`src/rtl/retire_sched_pkg.sv`:
```
// Shared constants for the retire-stage round-robin scheduler family.
package retire_sched_pkg;

    localparam int NUM_LANES = 8;
    localparam int ID_W      = 3;
    localparam int CNT_W     = 16;

    localparam logic [CNT_W-1:0] CNT_MAX = {CNT_W{1'b1}};

endpackage

```
`src/rtl/rr_pick8.sv`:
```
// Combinational rotating-priority picker: first set req bit scanning ptr, ptr+1, ... mod 8.
module rr_pick8
    import retire_sched_pkg::*;
(
    input  logic [NUM_LANES-1:0] req,
    input  logic [ID_W-1:0]      ptr,
    output logic [NUM_LANES-1:0] gnt_onehot,
    output logic [ID_W-1:0]      gnt_id,
    output logic                 any
);

    logic [ID_W-1:0] idx;

    // The 3-bit index sum wraps naturally, giving the modulo-8 scan order.
    always_comb begin
        gnt_onehot = '0;
        gnt_id     = '0;
        any        = 1'b0;
        idx        = '0;
        for (int i = 0; i < NUM_LANES; i++) begin
            idx = ptr + ID_W'(i);
            if (!any && req[idx]) begin
                any             = 1'b1;
                gnt_id          = idx;
                gnt_onehot[idx] = 1'b1;
            end
        end
    end

endmodule

```
`src/rtl/retire_rr_sched8.sv`:
```
// Eight-lane round-robin merge with one-entry buffer per lane and registered output slot.
// Optional saturating grant counter enabled by macro RETIRE_RR_SCHED_PERF_EN.
module retire_rr_sched8
    import retire_sched_pkg::*;
#(
    parameter int DATA_WIDTH = 12
) (
    input  logic                           clk,
    input  logic                           rst,
    input  logic [NUM_LANES-1:0]           i_valid_8,
    input  logic [NUM_LANES*DATA_WIDTH-1:0] i_data_flat,
    output logic [NUM_LANES-1:0]           o_ready_8,
    output logic                           o_valid,
    input  logic                           i_ready,
    output logic [DATA_WIDTH-1:0]          o_data,
    output logic [ID_W-1:0]                o_grant_id,
    output logic                           o_busy,
    output logic [CNT_W-1:0]               o_grant_cnt
);

    logic [NUM_LANES-1:0]  pend_q, pend_d;
    logic [DATA_WIDTH-1:0] data_buf_q [NUM_LANES];
    logic [DATA_WIDTH-1:0] data_buf_d [NUM_LANES];
    logic [ID_W-1:0]       ptr_q, ptr_d;
    logic                  o_valid_q, o_valid_d;
    logic [DATA_WIDTH-1:0] o_data_q, o_data_d;
    logic [ID_W-1:0]       o_grant_id_q, o_grant_id_d;

    logic [NUM_LANES-1:0]  gnt_onehot;
    logic [ID_W-1:0]       gnt_id;
    logic                  gnt_any;
    logic                  slot_free;

    rr_pick8 u_pick (
        .req        (pend_q),
        .ptr        (ptr_q),
        .gnt_onehot (gnt_onehot),
        .gnt_id     (gnt_id),
        .any        (gnt_any)
    );

    assign slot_free = ~o_valid_q | i_ready;

    // A granted lane is still pending this cycle, so it cannot be re-accepted until the next one.
    always_comb begin
        pend_d       = pend_q;
        data_buf_d   = data_buf_q;
        ptr_d        = ptr_q;
        o_valid_d    = o_valid_q;
        o_data_d     = o_data_q;
        o_grant_id_d = o_grant_id_q;
        if (slot_free) begin
            if (gnt_any) begin
                o_valid_d    = 1'b1;
                o_data_d     = data_buf_q[gnt_id];
                o_grant_id_d = gnt_id;
                ptr_d        = gnt_id + ID_W'(1);
                pend_d       = pend_d & ~gnt_onehot;
            end else begin
                o_valid_d = 1'b0;
            end
        end
        for (int k = 0; k < NUM_LANES; k++) begin
            if (i_valid_8[k] && !pend_q[k]) begin
                pend_d[k]     = 1'b1;
                data_buf_d[k] = i_data_flat[k*DATA_WIDTH +: DATA_WIDTH];
            end
        end
    end

    always_ff @(posedge clk) begin
        if (rst) begin
            pend_q       <= '0;
            ptr_q        <= '0;
            o_valid_q    <= 1'b0;
            o_data_q     <= '0;
            o_grant_id_q <= '0;
            for (int k = 0; k < NUM_LANES; k++) data_buf_q[k] <= '0;
        end else begin
            pend_q       <= pend_d;
            ptr_q        <= ptr_d;
            o_valid_q    <= o_valid_d;
            o_data_q     <= o_data_d;
            o_grant_id_q <= o_grant_id_d;
            data_buf_q   <= data_buf_d;
        end
    end

`ifdef RETIRE_RR_SCHED_PERF_EN
    logic [CNT_W-1:0] grant_cnt_q, grant_cnt_d;

    always_comb begin
        grant_cnt_d = grant_cnt_q;
        if (o_valid_q && i_ready && grant_cnt_q != CNT_MAX)
            grant_cnt_d = grant_cnt_q + CNT_W'(1);
    end

    always_ff @(posedge clk) begin
        if (rst) grant_cnt_q <= '0;
        else     grant_cnt_q <= grant_cnt_d;
    end

    assign o_grant_cnt = grant_cnt_q;
`else
    assign o_grant_cnt = '0;
`endif

    assign o_ready_8  = ~pend_q;
    assign o_valid    = o_valid_q;
    assign o_data     = o_data_q;
    assign o_grant_id = o_grant_id_q;
    assign o_busy     = (|pend_q) | o_valid_q;

endmodule

```
`config.mk`:
```
export PLATFORM = sky130hd
export DESIGN_NAME = retire_rr_sched8
export DESIGN_NICKNAME = d
export VERILOG_FILES = /design/src/rtl/retire_sched_pkg.sv /design/src/rtl/rr_pick8.sv /design/src/rtl/retire_rr_sched8.sv
export SDC_FILE = /design/constraint.sdc
export NUM_CORES = 1
export LEC_CHECK = 0
export CAP_MARGIN = 0
export CORE_ASPECT_RATIO = 2
export CORE_UTILIZATION = 40
export CTS_CLUSTER_DIAMETER = 40
export DETAILED_ROUTE_END_ITERATION = 16
export PLACE_DENSITY_LB_ADDON = 0.1
export SLEW_MARGIN = 15
export SYNTH_ARGS = -nofsm -noshare
export SYNTH_HDL_FRONTEND = slang
export SYNTH_SLANG_ARGS = --single-unit
export TNS_END_PERCENT = 50
```
`constraint.sdc`:
```
create_clock -name clk -period 3.6 [get_ports clk]
set_input_delay 0.72 -clock clk [delete_from_list [all_inputs] [get_ports clk]]
set_output_delay 0.72 -clock clk [all_outputs]
set_load 0.02 [all_outputs]
```
; Word level (Yosys, flattened, before mapping)
; Index checks and enable logic that the tools add are counted.
[totals]
elab_cells = 193
in_bits = 107
register_bits = 123
output_inout_bits = 41
[op_classes]
magnitude_cmp = 17
n_mux = 70
bitwise_logic = 14
n_reduce_logical = 64
n_addsub = 8
[ops]
columns = cell, count
row1 = 8-bit two-way mux, 10
row2 = 8-bit bitwise OR, 7
row3 = 12-bit binary-select mux with 3-bit select, 1
row4 = 1-bit two-way mux, 33
row5 = 3-bit by 4-bit less-than comparator with 1-bit output (second input constant), 8
row6 = 2-bit nonzero test, 16
row7 = 1-bit binary-select mux with 3-bit select, 8
row8 = 1-bit demux with 3-bit select, 8
row9 = 3-bit by 1-bit >= comparator with 1-bit output (second input constant), 8
row10 = 12-bit two-way mux, 2
row11 = 3-bit two-way mux, 8
row12 = 1-bit logical AND, 23
row13 = 2-bit AND reduction, 9
row14 = 8-bit inverter, 2
row15 = 1-bit zero test, 15
row16 = 3-bit adder (second input constant), 4
row17 = 8-bit AND, 1
row18 = 8-bit OR reduction, 1
row19 = 3-bit by 1-bit adder with 3-bit output (second input constant), 2
row20 = 3-bit by 2-bit adder with 3-bit output (second input constant), 2
row21 = 4-bit >= comparator (second input constant), 1
row22 = 3-bit inverter with 4-bit output, 1
row23 = 1-bit bitwise OR, 2
row24 = 1-bit inverter, 1

; Longest topological paths before layout
[logic_depth]
depth_word = 29
ltp_mapped = 16
mapped_depth_nobuf = 12

; Modules after synthesis
; From an unflattened synthesis, not the netlist that was laid out.
[hier_totals]
hier_cells = 803
area_unflattened_um2 = 6523.8
[modules_own_cells]
columns = mod, area_per_inst_um2, cells_per_inst, seq_area_each_um2, instances
row1 = retire_rr_sched8, 5310.1, 651, 2462.4, 1
row2 = rr_pick8, 1213.7, 152, 0.0, 1

; Worst setup path before layout
; No wires, ideal clock.
[synth_timing]
kind = register to register
start = register ptr_q[1]
end = register o_data_q[2], in the netlist o_data[2]
setup_ns = 0.120
period_less_slack_ns = 3.878
arrival_ns = 3.758
required_time_ns = 3.480
path_stages_with_launch = 17
path_buffers = 5
slack_ns = -0.278
path_cell_list = dfxtp_1 -> buf_2 -> buf_2 -> inv_1 -> ha_1 -> buf_6 -> buf_2 -> mux4_2 -> mux2_4 -> or3_1 -> a2111oi_2 -> o21ai_1 -> o21ai_2 -> or2_2 -> buf_6 -> o22ai_1 -> a211o_1
[synth_via]
elab_chain_len = 28
word_cells_on_any_way = 58
classes_between = 7 x add/sub / 35 x mux / 1 x bitwise / 15 x reduce/logical
[synth_rtl]
columns = item, line
row1 = start: declaration, retire_rr_sched8.sv:24  ; logic [ID_W-1:0] ptr_q, ptr_d;
row2 = start signal: assignment, retire_rr_sched8.sv:81  ; ptr_q <= ptr_d;
row3 = branches (longest 23 deep; another with 3-bit by 1-bit adder with 3-bit output), -
row4 = 3-bit two-way mux *, rr_pick8.sv:22  ; if (!any && req[idx]) begin
row5 = via gnt_id[1], retire_rr_sched8.sv:30  ; logic [ID_W-1:0] gnt_id;
row6 = 3-bit inverter with 4-bit output (not written as such) *, retire_rr_sched8.sv:55  ; o_data_d = data_buf_q[gnt_id];
row7 = 12-bit binary-select mux with 3-bit select *, retire_rr_sched8.sv:55
row8 = 12-bit two-way mux (not written as such) * (2 in series), retire_rr_sched8.sv:55
row9 = end signal: assignment, retire_rr_sched8.sv:83  ; o_data_q <= o_data_d;
row10 = end: declaration, retire_rr_sched8.sv:26  ; logic [DATA_WIDTH-1:0] o_data_q, o_data_d;
; Mark *: on every way through the listed nets, which the timed path passes. The select of a mux whose other input is x is not followed.
; A chain may end at the register's enable or synchronous reset.

; Worst setup path in the final report
[layout_timing]
start = register ptr_q[0]
end = register o_data_q[8], in the netlist o_data[8]
[layout_via]
elab_chain_len = 28
word_cells_on_any_way = 58
classes_between = 7 x add/sub / 35 x mux / 1 x bitwise / 15 x reduce/logical
[layout_rtl]
columns = item
row1 = branches (longest 28 deep; another with 3-bit by 1-bit adder with 3-bit output)
; Several ways; the timed one is not identified. The select of a mux whose other input is x is not followed.

==> run metrics <==
status=finished clean; Avg Inst Size Synth=between 8 and 9 um2; Die Y=182.3 um; vias in the first global route=between 6000 and 7000; final-report setup violation count=0; Antenna Cells=0; worst endpoint required time=between 3 and 4 ns; Peak Freq=283.9 MHz; initial DRC count=~240; H-tree levels=4; Reg2Reg Depth=13; Worst Max-Slew Pin Slew=approximately 0.93 ns; Netlist cell types=about 50; CTS sink count=123; Routed wire per std cell=19.74 um; sequential fraction of the synthesis area=between 30% and 40%; Fin. Hold Viols=0; most common flop cell mapped by yosys=dfxtp_1; die area=roughly 17000 um2; cell area after layout=8867 um2; largest net degree at the start of global routing=62; worst reg2reg startpoint=ptr_q[0]; CP Class=reg -> reg; First-pass DRT Iterations=5; total gr overflow=0; gr usage total=27.07%; placer's final routability congestion estimate=0.9606; Inserted Clock Buffers=17; Final min period=between 3 and 4 ns; clock buffer depth=2; setup TNS=0 ns; WHS Path Cells=2; Max VDD drop=roughly 0.00049 V; worst-path fanout max=18; initial antenna violation count=0; core area=between 15000 and 20000 um2; CTS root buf=clkbuf_16; Final WS setup=roughly 0.078 ns; IO buf count=131; Max Transition Viols Final=0; via count=between 6000 and 7000; Die X=approximately 92 um; Leak Pwr=~3.6 nW; Starting Density=about two fifths; register area=between 2000 and 2500 um2; footprint of the multi-input gates=between 3000 and 4000 um2; share of cells above drive strength 1=around 14%; clock transition at the registers of the reported paths=0.06 ns; CTS tree=done; number of enable flip-flop cells after synthesis=0; antenna-violating nets left=0; number of core rows=65; IO Count=about 150; crit start category=register; vias per cell=around 5.4; Area growth syn-to-layout=36.39%; Synth Register Bits=123; Max-slew headroom=37.86%; clock latency on the worst-skew pair=0.42 ns; Worst Setup End Kind=register; Synth Instances=around 800; Tightest Hold Check Type=reg -> reg; Post-synth ARST share=0%; dpl hpwl=between 15000 and 20000 um; CP startpoint=ptr_q[0]; Placement Setup Slack=-0.03145 ns; first-pass GRT wire length=between 30000 and 40000 um; Hold Startpoint=data_buf_q[92]; drt drc=0; Arrival @ worst endpoint=~3.8 ns; final worst path period share=a little over nine tenths; Synth Cell Area=about 6500 um2; clk_skew=between 0.009 and 0.01 ns; power density over cell area=roughly 940 nW/um2; Routed WL=22680 um; nets=between 1000 and 1500; maxcap violations=0; YS warnings=0; hold_buf cts=0; number of fillers in the final layout=1510; DP Area=around 8100 um2
-- where the power goes --
group          switching, mW  total (mW)  internal (mW)
clock                  0.698        1.74           1.04
sequential             0.183        1.74           1.55
combinational           2.48        4.81           2.33
total                   3.36        8.29           4.93
-- cells in the final DEF (no fill, tap or decap), types with 8 or more instances in the layout --
master | synthesis | layout
clkdlybuf4s50_1 | 0 | 130
a211o_1 | 12 | 12
mux2i_1 | 62 | 56
clkbuf_16 | 0 | 18
buf_4 | 16 | 41
nand2_1 | 218 | 218
o22ai_1 | 18 | 16
conb_1 | 1 | 16
inv_1 | 17 | 16
a311oi_1 | 8 | 8
nor2b_1 | 11 | 11
dfxtp_1 | 123 | 121
a21oi_1 | 103 | 103
o21ai_0 | 13 | 13
nor2_1 | 47 | 47
mux4_2 | 18 | 18
-- kinds of logic (layout without fill, tap and decap cells) --
family                   count (synthesis)  after routing  share of synthesized area [%]
AND/OR/NAND/NOR                        305            305                          19.50
AO/OA/AOI/OAI                          180            180                          16.86
flip-flops                             123            123                          37.88
buffers and inverters                   93            227                          6.948
multiplexers                            86             86                          16.88
adder cells (fa/ha/maj)                  7              7                          1.347
XOR/XNOR                                 4              4                         0.5390
other                                    1             16                        0.05768
-- metrics by stage --
step / std cells / hold slack [ns] / utilization (%) / power [mW]
6_report: 1149 / 0.4527 / 55.91 / 8.291
5_1_grt: 1149 / 0.4676 / 55.91 / 8.668
4_1_cts: 1147 / 0.4554 / 55.09 / 7.896
3_5_place_dp: 1115 / 0.4462 / 51.10 / 6.098
3_3_place_gp: 1115 / 0.4442 / 51.10 / 6.035
2_1_floorplan: 814 / 0.4357 / - / 4.627
-- repair_timing --
| action | CTS | global route |
|---|---|---|
| gates cloned | 0 | 1 |
| setup endpoints to repair | 8 | 16 |
| gates resized for setup | 6 | 15 |
| buffers inserted | 0 | 1 |
| pin swaps | 0 | 2 |
-- final timing paths --
| kind | end | slack [ns] |
|---|---|---|
| setup / recovery | o_data[8] | 0.08 |
| setup reg to reg | o_data[8] | 0.08 |
| hold / removal | data_buf_q[92] | 0.45 |
| hold reg to reg | data_buf_q[92] | 0.45 |
-- worst max-delay path, stage by stage, from the launching register on --
cell,delay [ns]
dfxtp_2,0.35
buf_4,0.28
mux4_2,0.58
and2_1,0.24
nor4_2,0.31
buf_4,0.17
o211a_1,0.14
nor3b_2,0.05
a31oi_4,0.18
buf_12,0.16
buf_16,0.17
mux2i_1,0.25
o22ai_1,0.17
a211o_1,0.31
-- cell type report --
type / instances / share of cell area, %
clock inverter: 15 / 1.990
inverter: 18 / 0.7902
tap: 201 / 2.836
clock buffer: 17 / 4.798
timing repair buffer: 177 / 19.49
sequential: 123 / 27.80
multi-input combinational: 598 / 42.30
-- Yosys cell counts (all sizes together), types with 2 or more instances --
cell	number	area [um2]
nand3b	2	15.01
nand2	218	818.3
a211o	12	105.1
xnor2	3	26.28
mux4	18	405.4
dfxtp	123	2462
a222oi	4	40.04
o211ai	2	15.01
buf	33	226.5
ha	7	87.58
a311oi	8	70.07
nor3	2	10.01
inv	18	67.56
nor2	47	176.4
and2	3	18.77
o21ai	19	98.84
a31oi	3	25.02
a21oi	103	515.5
nor4	3	18.77
clkbuf	42	157.7
or2	2	12.51
a32oi	5	58.81
nor2b	11	68.82
nand2b	2	12.51
o22ai	18	112.6
mux2i	62	620.6
nand3	2	10.01
mux2	6	71.31
nor3b	7	52.55
or3	2	12.51
a211oi	3	22.52
-- per-layer routing --
| metal | GRT usage (%) | vias up | routed length, um |
|---|---|---|---|
| met5 | 0 | - | 0 |
| met4 | 16.88 | 0 | 1302 |
| met3 | 3.625 | 63 | 702 |
| met2 | 53.76 | 192 | 13000 |
| met1 | 24.97 | 2937 | 7676 |
| li1 | - | 2999 | - |
-- flip-flops by register name, summed over array words and instances (netlist names) --
| name | cells |
|---|---|
| pend_q | 8 |
| o_grant_id | 3 |
| ptr_q | 3 |
| o_valid | 1 |
| o_data | 12 |
| data_buf_q | 96 |
Power figures use the tool's default switching activity.
